<file path="src/rtl/snn_layer_par.sv">
// snn_layer_par: layer of leaky integrate-and-fire neurons fed by serially accumulated synaptic inputs
module snn_layer_par #(
    parameter int DW = 16,
    parameter int INT_DW = 8,
    parameter int INPUTNUM = 4,
    parameter int EXCNUM = 2,
    parameter int THRESH = 1000,
    parameter int LEAK_SHIFT = 4,
    parameter int REFRAC = 2,
    parameter int WTA = 0,
    localparam int MW = DW + INT_DW,
    localparam int NW = INPUTNUM * EXCNUM,
    localparam int AW = NW > 1 ? $clog2(NW) : 1
) (
    input  logic                clk,
    input  logic                rst,
    input  logic                en,
    input  logic                wr_en,
    input  logic [AW-1:0]       wr_addr,
    input  logic [DW-1:0]       wr_data,
    output logic                wr_drop,
    input  logic                step_valid,
    input  logic [INPUTNUM-1:0] pre_spike,
    output logic                step_ready,
    output logic                out_valid,
    output logic [EXCNUM-1:0]   out_spike
);
    localparam int IW = INPUTNUM > 1 ? $clog2(INPUTNUM) : 1;
    localparam logic [1:0] IDLE = 2'd0;
    localparam logic [1:0] ACCUM = 2'd1;
    localparam logic [1:0] FIRE = 2'd2;
    localparam logic signed [MW+1:0] VMAX = {3'b000, {(MW-1){1'b1}}};
    localparam logic signed [MW+1:0] VMIN = {3'b111, {(MW-1){1'b0}}};
    localparam logic signed [MW-1:0] TH = MW'(THRESH);

    logic [1:0] state;
    logic [IW-1:0] idx;
    logic [INPUTNUM-1:0] pre_q;
    logic signed [DW-1:0] w_q [NW];
    logic signed [MW-1:0] acc_q [EXCNUM];
    logic signed [MW-1:0] v_q [EXCNUM];
    logic [3:0] rc_q [EXCNUM];
    logic signed [MW-1:0] v_sat [EXCNUM];
    logic [EXCNUM-1:0] raw, win;
    logic multi, inhibit, wr_ok;

    assign step_ready = state == IDLE && en;
    assign wr_ok = wr_en && state == IDLE && int'(wr_addr) < NW;

    // candidate membrane update: leak, integrate, saturate, threshold test
    for (genvar j = 0; j < EXCNUM; j++) begin : g_n
        logic signed [MW+1:0] vx, lk, vn;
        assign vx = (MW+2)'(v_q[j]);
        assign lk = LEAK_SHIFT == 0 ? (MW+2)'(0) : vx >>> LEAK_SHIFT;
        assign vn = vx - lk + (MW+2)'(acc_q[j]);
        assign v_sat[j] = vn > VMAX ? VMAX[MW-1:0] : vn < VMIN ? VMIN[MW-1:0] : vn[MW-1:0];
        assign raw[j] = rc_q[j] == 4'd0 && v_sat[j] >= TH;
    end

    // lateral inhibition keeps only the lowest-index spiker when several fire
    assign multi = (raw & (raw - EXCNUM'(1))) != '0;
    assign inhibit = WTA != 0 && multi;
    assign win = inhibit ? raw & (~raw + EXCNUM'(1)) : raw;

    // control FSM, weight memory and neuron state
    always_ff @(posedge clk) begin
        if (!rst) begin
            state <= IDLE;
            idx <= '0;
            pre_q <= '0;
            out_spike <= '0;
            out_valid <= 1'b0;
            wr_drop <= 1'b0;
            for (int k = 0; k < NW; k++) w_q[k] <= '0;
            for (int j = 0; j < EXCNUM; j++) begin
                acc_q[j] <= '0;
                v_q[j] <= '0;
                rc_q[j] <= '0;
            end
        end else begin
            out_valid <= 1'b0;
            wr_drop <= wr_en && !wr_ok;
            if (wr_ok) w_q[wr_addr] <= wr_data;
            if (en) begin
                if (state == IDLE && step_valid) begin
                    state <= ACCUM;
                    idx <= '0;
                    pre_q <= pre_spike;
                    for (int j = 0; j < EXCNUM; j++) acc_q[j] <= '0;
                end else if (state == ACCUM) begin
                    for (int j = 0; j < EXCNUM; j++)
                        if (pre_q[idx]) acc_q[j] <= acc_q[j] + MW'(w_q[int'(idx) * EXCNUM + j]);
                    idx <= idx + IW'(1);
                    if (int'(idx) == INPUTNUM - 1) state <= FIRE;
                end else if (state == FIRE) begin
                    state <= IDLE;
                    out_valid <= 1'b1;
                    out_spike <= win;
                    for (int j = 0; j < EXCNUM; j++) begin
                        if (rc_q[j] != 4'd0) begin
                            v_q[j] <= '0;
                            rc_q[j] <= rc_q[j] - 4'd1;
                        end else if (win[j]) begin
                            v_q[j] <= '0;
                            rc_q[j] <= 4'(REFRAC);
                        end else begin
                            v_q[j] <= inhibit ? '0 : v_sat[j];
                        end
                    end
                end
            end
        end
    end
endmodule
</file>
<file path="config.mk">
export PLATFORM = sky130hd
export DESIGN_NAME = snn_layer_par
export DESIGN_NICKNAME = d
export VERILOG_FILES = /design/src/rtl/snn_layer_par.sv
export SDC_FILE = /design/constraint.sdc
export NUM_CORES = 1
export LEC_CHECK = 0
export BUFFER_PORTS_ARGS = -buffer_cell sky130_fd_sc_hd__buf_2
export CAP_MARGIN = 10
export CORE_ASPECT_RATIO = 0.6
export CORE_UTILIZATION = 55
export CTS_BUF_LIST = sky130_fd_sc_hd__clkbuf_4 sky130_fd_sc_hd__clkbuf_8 sky130_fd_sc_hd__clkbuf_16
export CTS_CLUSTER_SIZE = 10
export DETAILED_ROUTE_END_ITERATION = 8
export PLACE_DENSITY = 0.73
export SLEW_MARGIN = 20
export SYNTH_ARGS = -nofsm -noshare
export SYNTH_HDL_FRONTEND = slang
export SYNTH_SLANG_ARGS = --single-unit
</file>
<file path="constraint.sdc">
create_clock -name clk -period 8.7 [get_ports clk]
set_input_delay 1.74 -clock clk [delete_from_list [all_inputs] [get_ports clk]]
set_output_delay 1.74 -clock clk [all_outputs]
set_load 0.005 [all_outputs]
</file>
After elaboration in Yosys (flattened, before gate mapping)
Memories as Yosys holds them, arrays and structs flattened. A register that Yosys moved wholly into a read port is not among the register bits. Cells that the tools add are included.

Add/sub/neg operators: 10. $lt $le $gt $ge: 7. Eq/ne operators: 4. Mux-type cells: 92. Bitwise operators: 18. Reduce and logical (&&, ||, !) cells: 20.

Operators with widths (number): two-way mux 24 bit (14); two-way mux 1 bit (63); adder 25 x 24 -> 26 bit (2); > comparator 26 x 24 -> 1 bit (second input constant) (2); less-than comparator 26 x 24 -> 1 bit (second input constant) (2); subtractor 24 x 20 -> 25 bit (2); adder 24 x 16 -> 24 bit (2); >= comparator 24 x 11 -> 1 bit (second input constant) (2); two-way mux 16 bit (1); two-way mux 4 bit (4); OR reduction 16 bit (1); OR 1 bit (14); two-way mux 2 bit (6); two-way mux 3 bit (3); logical NOT 4 bit (2); nonzero test 4 bit (2); subtractor 4 x 1 -> 4 bit (second input constant) (2); logical AND 1 bit (6); equality test 2 x 1 -> 1 bit (second input constant) (2); inverter 1 bit (4); AND reduction 2 bit (2); AND reduction 4 bit (1); OR reduction 4 bit (1); adder 3 x 1 -> 3 bit (second input constant) (1); 10 further kinds (10).

Bits in registers: 12. Memory bits (writable): 232. Memories kept: 4.

Memories: w_q (depth 8, bits a word 16, read ports 2, clocked after memory_dff 1, wr ports 8, RTL line 39) `logic signed [DW-1:0] w_q [NW];`; acc_q (depth 2, bits a word 24, read ports 2, clocked after memory_dff 0, wr ports 2, RTL line 40) `logic signed [MW-1:0] acc_q [EXCNUM];`; v_q (depth 2, bits a word 24, read ports 2, clocked after memory_dff 0, wr ports 2, RTL line 41) `logic signed [MW-1:0] v_q [EXCNUM];`; rc_q (depth 2, bits a word 4, read ports 2, clocked after memory_dff 0, wr ports 2, RTL line 42) `logic [3:0] rc_q [EXCNUM];`.

Logic depth before layout (Yosys ltp)
Gate-level depths: netlist of the first run. An unclocked memory read counts as a cell.

Depth after elaboration: 18. Gate-level depth with buffers: 18.

Worst setup path after synthesis of the first run
Ideal clock, no wire load.

Kind: flip-flop to flip-flop. Start: register idx[0]. End: memory acc_q[0][46] (netlist bit) (data pin). Setup time: 0.257 ns. Data arrival time: 4.126 ns. Required time: 8.443 ns. Slack: 4.317 ns. Stages on the path, launching flop included: 18. Path buffers: 2. Period minus slack after synthesis: 4.383 ns. Cells stage by stage: dfxtp_1 -> clkbuf_1 -> buf_1 -> mux4_2 -> ha_1 -> inv_1 -> fa_1 -> nor2b_1 -> o21ai_0 -> a21boi_0 -> nor4_1 -> o21ai_0 -> a21oi_1 -> o31ai_1 -> o21ai_0 -> o211ai_1 -> mux2i_1 -> nand2_1.

RTL lines: start, declared (RTL line 37) `logic [IW-1:0] idx;`; start signal, assigned (RTL line 93) `idx <= idx + IW'(1);`; end, declared (RTL line 40).

==> run_summary.xml, run 1 <==
<?xml version="1.0" encoding="UTF-8"?>
<metrics>
  <group name="floorplanning">
    <metric name="ios" unit="">33</metric>
    <metric name="die_w" unit="µm">227.5</metric>
    <metric name="die_height" unit="µm">137.3</metric>
    <metric name="placeableCoreArea" unit="µm²">29980</metric>
    <metric name="design.die.area" unit="µm²">31240</metric>
    <metric name="num_rows" unit="">49</metric>
    <metric name="start_util" unit="%">55.99</metric>
  </group>
  <group name="global_routing">
    <metric name="grt_antenna_before_repair" unit="">2</metric>
    <metric name="grt_pass1_wl" unit="µm">61890</metric>
    <metric name="grt_pass1_vias" unit="">11060</metric>
    <metric name="grt_max_degree" unit="">53</metric>
    <metric name="grt.total_usage" unit="%">25.78</metric>
    <metric name="sum_of_overflow_across_all_layers_after_global_routing" unit="">0</metric>
  </group>
  <group name="routing">
    <metric name="via_per_inst" unit="">5.763</metric>
    <metric name="average_wire_per_standard_cell" unit="µm">19.08</metric>
    <metric name="via_count" unit="">11750</metric>
    <metric name="drc_errors" unit="">0</metric>
    <metric name="drt_pass1_iterations" unit="">5</metric>
    <metric name="drt_iter0_drc" unit="">1320</metric>
    <metric name="finalWirelength" unit="µm">38890</metric>
    <metric name="detail-route-antenna-nets" unit="">0</metric>
  </group>
  <group name="synthesis">
    <metric name="synth.lib_cells_used.distinct" unit="">86</metric>
    <metric name="ys_top_cells_by_area" unit="">sky130_fd_sc_hd__edfxtp_1 41%, sky130_fd_sc_hd__ha_1 7.5%, sky130_fd_sc_hd__fa_1 5.7%, sky130_fd_sc_hd__and2_1 5.2%, sky130_fd_sc_hd__inv_1 4.9%</metric>
    <metric name="postSynthRegisterBits" unit="">246</metric>
    <metric name="asyncSetResetFlopFracSynth" unit="%">0</metric>
    <metric name="synth_largest_type_area_fraction" unit="%">40.79</metric>
    <metric name="cell_area_synth" unit="µm²">16780</metric>
    <metric name="yosys_most_used_dff" unit="">sky130_fd_sc_hd__edfxtp_1</metric>
    <metric name="sequential_to_total_area_share_from_yosys_stat" unit="%">42.94</metric>
    <metric name="synthesis.instances" unit="">1589</metric>
    <metric name="yosys.area.top_type" unit="">sky130_fd_sc_hd__edfxtp_1</metric>
    <metric name="synth_top_cells_by_count" unit="">228 x sky130_fd_sc_hd__edfxtp_1, 218 x sky130_fd_sc_hd__inv_1, 140 x sky130_fd_sc_hd__and2_1, 105 x sky130_fd_sc_hd__nor2_1, 100 x sky130_fd_sc_hd__ha_1</metric>
    <metric name="synth_fp_nets" unit="">1765</metric>
    <metric name="postSynthAreaPerCell" unit="µm²">10.56</metric>
    <metric name="synth_most_common_cell" unit="">sky130_fd_sc_hd__edfxtp_1</metric>
    <metric name="synth-warning-count" unit="">0</metric>
    <metric name="number_of_enable_type_register_cells_in_the_synthesized_netlist" unit="">228</metric>
  </group>
  <group name="pwr">
    <metric name="peakVddDrop" unit="V">0.0001500</metric>
    <metric name="leakage_power" unit="nW">7.737</metric>
    <metric name="power.density_cell_area" unit="nW/µm²">182.1</metric>
  </group>
  <group name="clock_tree">
    <metric name="cts.repair.resized" unit="">0</metric>
    <metric name="clock_sinks" unit="">246</metric>
    <metric name="cts_made_buffers" unit="">29</metric>
    <metric name="tritoncts" unit="">built</metric>
    <metric name="clk_latency" unit="ns">0.58</metric>
    <metric name="clkSlewWorstSetupHoldPaths" unit="ns">0.06</metric>
    <metric name="cts_root_buffer" unit="">sky130_fd_sc_hd__clkbuf_16</metric>
    <metric name="clock_tree.htree_level_count" unit="">1</metric>
    <metric name="holdBufCountCts" unit="">0</metric>
    <metric name="cts_setup_buffers" unit="">0</metric>
    <metric name="clockBufferDepth" unit="">3</metric>
  </group>
  <group name="placement">
    <metric name="place.gp.congestion" unit="">0.9934</metric>
    <metric name="number_of_buffers_inserted_by_port_buffering" unit="">32</metric>
    <metric name="dp_hpwl" unit="µm">28810</metric>
    <metric name="pre_cts_slack" unit="ns">3.887</metric>
  </group>
  <group name="worst_hold_path">
    <metric name="hold_start" unit="">pre_q[1]</metric>
    <metric name="timing.hold.worst.class" unit="">flop to flop</metric>
    <metric name="min_delay_path_depth" unit="">2</metric>
    <metric name="worst_hold_path.endpoint" unit="">pre_q[1]</metric>
  </group>
  <group name="critical_path">
    <metric name="rr_startpoint" unit="">v_q[1][5]</metric>
    <metric name="critical_path_peak_fanout" unit="">23</metric>
    <metric name="worstReg2RegEnd" unit="">v_q[1][4]</metric>
    <metric name="setup.worst_path.class" unit="">flop to flop</metric>
    <metric name="r2r_setup_slack" unit="ns">3.80</metric>
    <metric name="critical_path_required" unit="ns">9.03</metric>
    <metric name="type_of_element_capturing_the_critical_path" unit="">flop</metric>
    <metric name="critical_path.startpoint_type" unit="">flop</metric>
    <metric name="crit_arrival" unit="ns">5.23</metric>
    <metric name="ff2ff_path_depth" unit="">14</metric>
  </group>
  <group name="timing">
    <metric name="max-slew-margin-rel" unit="%">26.35</metric>
    <metric name="setup_ws" unit="ns">3.797</metric>
    <metric name="clock.fmax" unit="MHz">204.0</metric>
    <metric name="final-max-slew-violation-count" unit="">0</metric>
    <metric name="final_critical_path_share_of_the_clock_period" unit="%">56.36</metric>
    <metric name="worst_pin_slew" unit="ns">1.102</metric>
    <metric name="fin_tns_setup" unit="ns">0</metric>
    <metric name="clock-skew-final" unit="ns">0.02994</metric>
    <metric name="finalCriticalPeriod" unit="ns">4.903</metric>
    <metric name="setup_repair_after_global_routing_missed_its_margin" unit="">no</metric>
    <metric name="finalSetupViolCount" unit="">0</metric>
    <metric name="final_hold_viol_count" unit="">0</metric>
  </group>
  <group name="finish">
    <metric name="design.final.nets" unit="">1794</metric>
    <metric name="nFillCells" unit="">2392</metric>
    <metric name="finish.utilization" unit="%">60.71</metric>
    <metric name="area_growth_syn_to_layout" unit="%">8.438</metric>
    <metric name="post_route_cells_drive_above_1_share" unit="%">11.41</metric>
  </group>
  <group name="run">
    <metric name="drv.max_cap_violation_count" unit="">0</metric>
  </group>
  <group name="status">
    <metric name="result_of_the_run" unit="">completed</metric>
  </group>
</metrics>
## area by class of cell
cell class                      instances  area [µm²]  share of cell area, %
Timing Repair Buffer                   47       272.8                  1.499
Multi-Input combinational cell       1076        8542                  46.93
Clock buffer                           40       814.5                  4.475
Antenna cell                            1       2.502                0.01375
Inverter                              218       818.3                  4.496
Tap cell                              408       510.5                  2.805
Clock inverter                          3       33.78                 0.1856
Sequential cell                       246        7207                  39.60
## cells by family after synthesis
| family | Yosys count | share of synthesized area, % |
|---|---|---|
| XOR/XNOR | 73 | 3.809 |
| flip-flops | 246 | 42.94 |
| multiplexers | 37 | 4.674 |
| buffers and inverters | 267 | 6.232 |
| AO/OA/AOI/OAI | 327 | 13.66 |
| AND/OR/NAND/NOR | 489 | 15.38 |
| adder cells (fa/ha/maj) | 150 | 13.31 |
## metal layers
layer	wire [µm]	vias up	global-route usage (%)	part of all wire, %
li1	-	5645	-	-
met1	19990	5636	42.04	51
met2	15300	420	35.06	39
met3	2987	49	5.140	7.7
met4	610	0	4.512	1.6
met5	0	-	0	0
## sequential cells by signal (all words and copies together) (netlist names), named ones only
register / count
w_q: 128
acc_q: 48
v_q: 48
rc_q: 8
pre_q: 4
idx: 2
out_spike: 2
state: 2
out_valid: 1
wr_drop: 1
## report_power, final
part,total (mW),internal (mW),switching [mW]
Combinational,0.826,0.307,0.520
Clock,1.12,0.647,0.474
Sequential,1.37,1.34,0.0261
Total,3.32,2.30,1.02
## placed cells by master, fill, tap and decap left out, drive strengths merged, types with 14 or more instances in the layout
| master | instances |
|---|---|
| edfxtp | 228 |
| inv | 220 |
| and2 | 140 |
| nor2 | 115 |
| a21oi | 109 |
| ha | 100 |
| nand2 | 83 |
| o21ai | 52 |
| fa | 48 |
| buf | 47 |
| a21o | 43 |
| xnor2 | 40 |
| clkbuf | 40 |
| mux4 | 33 |
| xor2 | 33 |
| nor3 | 32 |
| nand2b | 24 |
| dfxtp | 18 |
| nand3 | 18 |
| a31oi | 15 |
| and3 | 14 |
| nor2b | 14 |
## per-stage QoR
step           power, mW  hold WS (ns)  instances  cell area (µm²)
2_1_floorplan      1.993        0.4403       1589            16780
3_3_place_gp       2.177        0.4577       1995            17350
3_5_place_dp       2.191        0.4649       1995            17350
4_1_cts            3.311        0.4736       2038            18190
5_1_grt            3.459        0.4921       2038            18200
6_report           3.315        0.4701       2039            18200
## how the worst max path moves through the flow
| stage | from | end | depth (start not counted) |
|---|---|---|---|
| floorplan | idx[0] | acc_q[0][46] | 17 |
| global placement | v_q[1][16] | v_q[1][3] | 15 |
| detailed placement | v_q[1][5] | v_q[1][3] | 14 |
| CTS | v_q[1][5] | v_q[1][4] | 14 |
| global route | v_q[1][5] | v_q[1][4] | 14 |
| finish | v_q[1][5] | v_q[1][4] | 14 |
## worst max-delay path: stages, from the launching register on
cell and delay, ns:
sky130_fd_sc_hd__edfxtp_1 0.36, sky130_fd_sc_hd__inv_1 0.14, sky130_fd_sc_hd__fa_1 0.48, sky130_fd_sc_hd__ha_1 0.35
sky130_fd_sc_hd__a211oi_1 0.36, sky130_fd_sc_hd__o21ai_1 0.25, sky130_fd_sc_hd__a21oi_1 0.30, sky130_fd_sc_hd__o211ai_1 0.13
sky130_fd_sc_hd__a221o_1 0.51, sky130_fd_sc_hd__xor2_1 0.32, sky130_fd_sc_hd__o21ai_0 0.15, sky130_fd_sc_hd__nand3_1 0.15
sky130_fd_sc_hd__a21oi_2 0.10, sky130_fd_sc_hd__o2111ai_4 0.81, sky130_fd_sc_hd__and2b_1 0.27
No activity file was read; power rests on OpenSTA's default activity.
==> run 2: changes to the inputs <==
--- a/config.mk
+++ b/config.mk
@@ -12,7 +12,7 @@
 export CTS_BUF_LIST = sky130_fd_sc_hd__clkbuf_4 sky130_fd_sc_hd__clkbuf_8 sky130_fd_sc_hd__clkbuf_16
 export CTS_CLUSTER_SIZE = 10
 export DETAILED_ROUTE_END_ITERATION = 8
-export PLACE_DENSITY = 0.73
+export PLACE_DENSITY = 0.76
 export SLEW_MARGIN = 20
 export SYNTH_ARGS = -nofsm -noshare
 export SYNTH_HDL_FRONTEND = slang
==> constraint.sdc (replaced) <==
create_clock -name clk -period 4.05 [get_ports clk]
set_input_delay 0.81 -clock clk [delete_from_list [all_inputs] [get_ports clk]]
set_output_delay 0.81 -clock clk [all_outputs]
set_load 0.005 [all_outputs]
==> run 2 against run 1 <==
Net effect:
- the flow now finishes with violations (negative setup slack)
- die area is the same
- sequential share of layout area shrank 3.5 points
- clock skew grew 0.014 ns
- core utilization grew 5.9 points
- setup slack lost 3.9 ns
- via count grew 7.3%
- highest routed layer unchanged
==> run_summary.xml, run 2 (synthesis gave the netlist of run 1 again) <==
<?xml version="1.0" encoding="UTF-8"?>
<metrics>
  <group name="floorplanning">
    <metric name="num_rows" unit="">49</metric>
    <metric name="design.die.area" unit="µm²">31240</metric>
    <metric name="placeableCoreArea" unit="µm²">29980</metric>
    <metric name="die_w" unit="µm">227.5</metric>
    <metric name="ios" unit="">33</metric>
    <metric name="die_height" unit="µm">137.3</metric>
    <metric name="start_util" unit="%">55.99</metric>
  </group>
  <group name="routing">
    <metric name="finalWirelength" unit="µm">43310</metric>
    <metric name="drc_errors" unit="">0</metric>
    <metric name="average_wire_per_standard_cell" unit="µm">19.86</metric>
    <metric name="via_per_inst" unit="">5.779</metric>
    <metric name="via_count" unit="">12610</metric>
    <metric name="drt_pass1_iterations" unit="">6</metric>
    <metric name="detail-route-antenna-nets" unit="">0</metric>
    <metric name="drt_iter0_drc" unit="">1484</metric>
  </group>
  <group name="placement">
    <metric name="dp_hpwl" unit="µm">31030</metric>
    <metric name="number_of_buffers_inserted_by_port_buffering" unit="">32</metric>
    <metric name="place.gp.congestion" unit="">0.9953</metric>
    <metric name="pre_cts_slack" unit="ns">-0.2084</metric>
    <metric name="detailed_place.area" unit="µm²">18090</metric>
  </group>
  <group name="critical_path">
    <metric name="critical_path_peak_fanout" unit="">10</metric>
    <metric name="slowest_delay" unit="ns">0.54</metric>
    <metric name="setup.worst_path.class" unit="">flop to flop</metric>
    <metric name="crit_slowest_cell" unit="">sky130_fd_sc_hd__fa_1</metric>
    <metric name="path_cells" unit="">inv_2 -&gt; fa_1 -&gt; inv_2 -&gt; ha_4 -&gt; a21o_1 -&gt; a21o_1 -&gt; a221o_1 -&gt; a221oi_2 -&gt; o311ai_4 -&gt; or3_4 -&gt; nor4_4 -&gt; and4_1 -&gt; a31o_4 -&gt; buf_12 -&gt; nand2_8 -&gt; nor2_2</metric>
    <metric name="cp_top_family" unit="">compound AO/OA/AOI/OAI gates</metric>
    <metric name="crit_arrival" unit="ns">4.54</metric>
    <metric name="cp.buffers_inverters" unit="">3</metric>
    <metric name="critical_path.startpoint_type" unit="">flop</metric>
    <metric name="critical_path_required" unit="ns">4.46</metric>
    <metric name="type_of_element_capturing_the_critical_path" unit="">flop</metric>
  </group>
  <group name="finish">
    <metric name="layout_top_registers" unit="">w_q (128), acc_q (48), v_q (48)</metric>
    <metric name="register_ranked_first_by_flip_flop_count" unit="">w_q</metric>
    <metric name="layout.cells.most_common_list" unit="">228 x sky130_fd_sc_hd__edfxtp_1, 201 x sky130_fd_sc_hd__inv_1, 138 x sky130_fd_sc_hd__and2_1</metric>
    <metric name="design.final.nets" unit="">1927</metric>
    <metric name="most_common_cell_after_layout_fill_and_taps_aside" unit="">sky130_fd_sc_hd__edfxtp_1</metric>
    <metric name="area_growth_syn_to_layout" unit="%">19.02</metric>
    <metric name="finish.instance_area" unit="µm²">19980</metric>
    <metric name="antennaDiodeCount" unit="">0</metric>
    <metric name="flip_flop_count_of_the_largest_register_all_copies_and_words_added" unit="">128</metric>
    <metric name="post_route_cells_drive_above_1_share" unit="%">24.25</metric>
  </group>
  <group name="worst_hold_path">
    <metric name="timing.hold.worst.class" unit="">flop to flop</metric>
  </group>
  <group name="timing">
    <metric name="setup_ws" unit="ns">-0.08629</metric>
    <metric name="final_critical_path_share_of_the_clock_period" unit="%">102.1</metric>
    <metric name="final_hold_viol_count" unit="">0</metric>
    <metric name="finalCriticalPeriod" unit="ns">4.136</metric>
    <metric name="max-slew-margin-rel" unit="%">23.15</metric>
    <metric name="worst_pin_slew" unit="ns">1.149</metric>
    <metric name="clock.fmax" unit="MHz">241.8</metric>
    <metric name="final-max-slew-violation-count" unit="">0</metric>
    <metric name="hold_ws" unit="ns">0.4737</metric>
    <metric name="clock-skew-final" unit="ns">0.04412</metric>
    <metric name="setup_repair_after_global_routing_missed_its_margin" unit="">yes</metric>
    <metric name="finalSetupViolCount" unit="">46</metric>
  </group>
  <group name="run">
    <metric name="drv.max_cap_violation_count" unit="">0</metric>
  </group>
  <group name="clock_tree">
    <metric name="clkSlewWorstSetupHoldPaths" unit="ns">0.06</metric>
    <metric name="clockBufferDepth" unit="">3</metric>
    <metric name="cts_made_buffers" unit="">28</metric>
    <metric name="cts_root_buffer" unit="">sky130_fd_sc_hd__clkbuf_16</metric>
    <metric name="clock_tree.htree_level_count" unit="">1</metric>
    <metric name="clk_latency" unit="ns">0.58</metric>
    <metric name="clock_sinks" unit="">246</metric>
    <metric name="tritoncts" unit="">built</metric>
  </group>
  <group name="pwr">
    <metric name="peakVddDrop" unit="V">0.0004401</metric>
    <metric name="leakage_power" unit="nW">8.523</metric>
    <metric name="power.density_cell_area" unit="nW/µm²">391.5</metric>
  </group>
  <group name="global_routing">
    <metric name="sum_of_overflow_across_all_layers_after_global_routing" unit="">0</metric>
    <metric name="grt.total_usage" unit="%">27.10</metric>
    <metric name="grt_pass1_wl" unit="µm">64270</metric>
    <metric name="grt_max_degree" unit="">52</metric>
    <metric name="grt_pass1_vias" unit="">11690</metric>
    <metric name="grt_antenna_before_repair" unit="">0</metric>
  </group>
  <group name="status">
    <metric name="violated_checks" unit="">negative setup slack</metric>
    <metric name="result_of_the_run" unit="">finished, violations left</metric>
  </group>
</metrics>
[run 2: changes by cell type in the layout (fill, tap and decap cells not counted), sizes merged]
cell / change
buf: +132
clkbuf: +11
diode: -1
inv: -2
nand2: +2
[run 2: layer usage]
layer	global-route usage, %	vias to the layer above	part of all wire, %
met5	0	-	0
met4	4.586	0	1.6
met3	8.253	53	11
met2	36.38	574	40
met1	42.74	6061	47
li1	-	5917	-
[run 2: worst min-delay path, cell delays in order, from the launching register on]
cell and delay, ns:
sky130_fd_sc_hd__dfxtp_1 0.31, sky130_fd_sc_hd__nand2_1 0.05, sky130_fd_sc_hd__a21boi_0 0.07
[run 2: worst paths after layout]
kind	from	end	slack [ns]	cells past startpoint
max	v_q[0][9]	v_q[0][1]	-0.09	16
min	pre_q[0]	pre_q[0]	0.47	2
max reg2reg	v_q[0][9]	v_q[0][1]	-0.09	16
min reg2reg	pre_q[0]	pre_q[0]	0.47	2
[run 2: cell type report]
type | instances | area [µm²]
Inverter | 218 | 818.3
Multi-Input combinational cell | 1078 | 9163
Clock inverter | 1 | 30.03
Tap cell | 408 | 510.5
Timing Repair Buffer | 179 | 1368
Clock buffer | 51 | 879.6
Fill cell | 2164 | 10000
Sequential cell | 246 | 7209
[run 2: timing repair]
| action | 4_1_cts | 5_1_grt |
|---|---|---|
| pin swaps | 22 | 76 |
| setup buffers | 8 | 32 |
| hold buffers | 0 | 0 |
| gates cloned | 0 | 2 |
| resized for setup | 32 | 122 |
| setup endpoints to repair | 56 | 65 |
[run 2: metrics by stage]
step / util, % / TNS (ns) / instances / total power [mW]
2_1_floorplan: - / 0 / 1589 / 4.281
3_3_place_gp: 60.33 / -4.393 / 2087 / 4.930
3_5_place_dp: 60.33 / -8.352 / 2087 / 4.953
4_1_cts: 64.09 / 0 / 2147 / 7.512
5_1_grt: 66.64 / -7.782 / 2181 / 8.127
6_report: 66.64 / -1.870 / 2181 / 7.822
[run 2: power breakdown]
| part | internal (mW) | leakage (nW) | switching (mW) |
|---|---|---|---|
| combinational | 1.02 | 5.53 | 1.37 |
| sequential | 2.88 | 2.52 | 0.0562 |
| clock | 1.47 | 0.465 | 1.03 |
| total | 5.36 | 8.52 | 2.46 |
==> run 3: changes to the inputs <==
--- a/config.mk
+++ b/config.mk
@@ -12,7 +12,7 @@
 export CTS_BUF_LIST = sky130_fd_sc_hd__clkbuf_4 sky130_fd_sc_hd__clkbuf_8 sky130_fd_sc_hd__clkbuf_16
 export CTS_CLUSTER_SIZE = 10
 export DETAILED_ROUTE_END_ITERATION = 8
-export PLACE_DENSITY = 0.76
+export PLACE_DENSITY = 0.73
 export SLEW_MARGIN = 20
 export SYNTH_ARGS = -nofsm -noshare
 export SYNTH_HDL_FRONTEND = slang
==> constraint.sdc (replaced) <==
create_clock -name clk -period 4.9 [get_ports clk]
set_input_delay 0.98 -clock clk [delete_from_list [all_inputs] [get_ports clk]]
set_output_delay 0.98 -clock clk [all_outputs]
set_load 0.005 [all_outputs]
==> run 3 against run 2 <==
Net effect:
- the flow now finishes without violations
- combinational power is 38% lower
- sequential cell count unchanged
- sequential power down 17%
- sequential share of layout area increased by 3.5 points
- critical path type unchanged
- critical endpoint is now v_q[1][1]
==> run_summary.xml, run 3 (synthesis gave the netlist of run 1 again) <==
<?xml version="1.0" encoding="UTF-8"?>
<metrics>
  <group name="clock_tree">
    <metric name="clockBufferDepth" unit="">3</metric>
    <metric name="clkSlewWorstSetupHoldPaths" unit="ns">0.06</metric>
    <metric name="cts_root_buffer" unit="">sky130_fd_sc_hd__clkbuf_16</metric>
    <metric name="clk_latency" unit="ns">0.58</metric>
    <metric name="cts_setup_buffers" unit="">0</metric>
    <metric name="cts_made_buffers" unit="">28</metric>
    <metric name="cts.repair.resized" unit="">0</metric>
    <metric name="clock_sinks" unit="">246</metric>
    <metric name="holdBufCountCts" unit="">0</metric>
    <metric name="clock_tree.htree_level_count" unit="">1</metric>
    <metric name="tritoncts" unit="">built</metric>
  </group>
  <group name="global_routing">
    <metric name="grt_antenna_before_repair" unit="">0</metric>
    <metric name="grt_pass1_vias" unit="">11110</metric>
    <metric name="grt_pass1_wl" unit="µm">61590</metric>
    <metric name="grt.total_usage" unit="%">25.82</metric>
    <metric name="grt_max_degree" unit="">52</metric>
    <metric name="sum_of_overflow_across_all_layers_after_global_routing" unit="">0</metric>
  </group>
  <group name="floorplanning">
    <metric name="num_rows" unit="">49</metric>
    <metric name="die_height" unit="µm">137.3</metric>
    <metric name="design.die.area" unit="µm²">31240</metric>
    <metric name="ios" unit="">33</metric>
    <metric name="die_w" unit="µm">227.5</metric>
    <metric name="start_util" unit="%">55.99</metric>
    <metric name="placeableCoreArea" unit="µm²">29980</metric>
  </group>
  <group name="timing">
    <metric name="setup_ws" unit="ns">0.3569</metric>
    <metric name="fin_tns_setup" unit="ns">0</metric>
    <metric name="finalSetupViolCount" unit="">0</metric>
    <metric name="max-slew-margin-rel" unit="%">29.35</metric>
    <metric name="final_critical_path_share_of_the_clock_period" unit="%">92.72</metric>
    <metric name="final_hold_viol_count" unit="">0</metric>
    <metric name="final-max-slew-violation-count" unit="">0</metric>
    <metric name="hold_ws" unit="ns">0.4669</metric>
    <metric name="setup_repair_after_global_routing_missed_its_margin" unit="">no</metric>
    <metric name="clock-skew-final" unit="ns">0.03448</metric>
    <metric name="clock.fmax" unit="MHz">220.1</metric>
    <metric name="finalCriticalPeriod" unit="ns">4.543</metric>
    <metric name="worst_pin_slew" unit="ns">1.056</metric>
  </group>
  <group name="finish">
    <metric name="design.final.nets" unit="">1801</metric>
    <metric name="register_ranked_first_by_flip_flop_count" unit="">w_q</metric>
    <metric name="post_route_cells_drive_above_1_share" unit="%">11.64</metric>
    <metric name="finish.instance_area" unit="µm²">18220</metric>
    <metric name="flip_flop_count_of_the_largest_register_all_copies_and_words_added" unit="">128</metric>
    <metric name="layout.cells.most_common_list" unit="">228 x sky130_fd_sc_hd__edfxtp_1, 218 x sky130_fd_sc_hd__inv_1, 140 x sky130_fd_sc_hd__and2_1</metric>
    <metric name="layout_top_registers" unit="">w_q (128), acc_q (48), v_q (48)</metric>
    <metric name="most_common_cell_after_layout_fill_and_taps_aside" unit="">sky130_fd_sc_hd__edfxtp_1</metric>
    <metric name="area_growth_syn_to_layout" unit="%">8.535</metric>
    <metric name="antennaDiodeCount" unit="">0</metric>
  </group>
  <group name="pwr">
    <metric name="share_seq_of_total_power" unit="%">41.9</metric>
    <metric name="leakage_power" unit="nW">7.749</metric>
    <metric name="power.share.clock" unit="%">32.8</metric>
    <metric name="internal_dissipation" unit="mW">4.023</metric>
    <metric name="switching_share" unit="%">30.59</metric>
    <metric name="netSwitchingPower" unit="mW">1.773</metric>
    <metric name="peakVddDrop" unit="V">0.0003095</metric>
    <metric name="comb_power_share" unit="%">25.3</metric>
    <metric name="power.density_cell_area" unit="nW/µm²">318.2</metric>
  </group>
  <group name="placement">
    <metric name="number_of_buffers_inserted_by_port_buffering" unit="">32</metric>
    <metric name="pre_cts_slack" unit="ns">0.4224</metric>
    <metric name="dp_hpwl" unit="µm">29550</metric>
    <metric name="place.gp.congestion" unit="">0.9410</metric>
    <metric name="detailed_place.area" unit="µm²">17410</metric>
  </group>
  <group name="critical_path">
    <metric name="critical_path.startpoint_type" unit="">flop</metric>
    <metric name="critical_path_required" unit="ns">5.19</metric>
    <metric name="type_of_element_capturing_the_critical_path" unit="">flop</metric>
    <metric name="critical_path_peak_fanout" unit="">19</metric>
    <metric name="crit_arrival" unit="ns">4.83</metric>
    <metric name="setup.worst_path.class" unit="">flop to flop</metric>
  </group>
  <group name="routing">
    <metric name="average_wire_per_standard_cell" unit="µm">19.14</metric>
    <metric name="drt_pass1_iterations" unit="">5</metric>
    <metric name="via_per_inst" unit="">5.750</metric>
    <metric name="via_count" unit="">11740</metric>
    <metric name="drc_errors" unit="">0</metric>
    <metric name="detail-route-antenna-nets" unit="">0</metric>
    <metric name="drt_iter0_drc" unit="">967</metric>
    <metric name="finalWirelength" unit="µm">39070</metric>
  </group>
  <group name="worst_hold_path">
    <metric name="timing.hold.worst.class" unit="">flop to flop</metric>
  </group>
  <group name="status">
    <metric name="result_of_the_run" unit="">completed</metric>
  </group>
  <group name="run">
    <metric name="drv.max_cap_violation_count" unit="">0</metric>
  </group>
</metrics>
## run 3: changes by cell type in the layout (fill, tap and decap cells not counted), sizes merged
cell / previous run / this run
buf: 179 / 55
clkbuf: 51 / 37
nand2: 85 / 83
## run 3: worst paths after layout
| kind | startpoint | endpoint | slack [ns] | depth (start not counted) |
|---|---|---|---|---|
| worst max-delay path | v_q[1][5] | v_q[1][1] | 0.36 | 15 |
| worst min register to register | pre_q[3] | pre_q[3] | 0.47 | 2 |
| worst min-delay path | pre_q[3] | pre_q[3] | 0.47 | 2 |
| worst max register to register | v_q[1][5] | v_q[1][1] | 0.36 | 15 |
## run 3: worst max-delay path, cell delays in order, from the launching register on
cell                        delay [ns]
sky130_fd_sc_hd__edfxtp_1         0.36
sky130_fd_sc_hd__inv_1            0.14
sky130_fd_sc_hd__fa_1             0.46
sky130_fd_sc_hd__ha_1             0.34
sky130_fd_sc_hd__a211oi_1         0.32
sky130_fd_sc_hd__o21ai_1          0.23
sky130_fd_sc_hd__a21oi_1          0.32
sky130_fd_sc_hd__o211ai_1         0.14
sky130_fd_sc_hd__a221o_1          0.50
sky130_fd_sc_hd__xor2_1           0.31
sky130_fd_sc_hd__o21ai_0          0.11
sky130_fd_sc_hd__o211a_1          0.16
sky130_fd_sc_hd__a41o_1           0.29
sky130_fd_sc_hd__o2111ai_4        0.11
sky130_fd_sc_hd__buf_4            0.37
sky130_fd_sc_hd__nor2b_1          0.11
## run 3: power by group through the flow
stage | clock, mW | sequential [mW] | combinational (mW)
detailed placement | 0 | 2.47 | 1.43
floorplan | 0 | 2.45 | 1.09
global route | 2.00 | 2.44 | 1.61
global placement | 0 | 2.47 | 1.42
CTS | 1.93 | 2.43 | 1.44
finish | 1.90 | 2.43 | 1.47
## run 3: area by class of cell
class                      count  area [µm²]
fill                        2412       11760
timing repair buffer          55       332.8
multi-input combinational   1076        8544
clock buffer                  37       774.5
tap                          408       510.5
sequential                   246        7207
clock inverter                 1       30.03
inverter                     218       818.3
## run 3: per-stage QoR
stage | std cells | total power, mW | utilization, %
3_5_place_dp | 2003 | 3.897 | 58.06
4_1_cts | 2041 | 5.797 | 60.74
6_report | 2041 | 5.796 | 60.77
3_3_place_gp | 2003 | 3.887 | 58.06
5_1_grt | 2041 | 6.051 | 60.77
2_1_floorplan | 1589 | 3.538 | -
## run 3: per-layer routing
metal  up-vias  track usage (%)  part of all wire, %
li1       5645                -                    -
met1      5596            42.27                   50
met2       452            34.71                   40
met3        43            5.268                  8.6
met4         0            4.735                  1.4
met5         -                0                    0
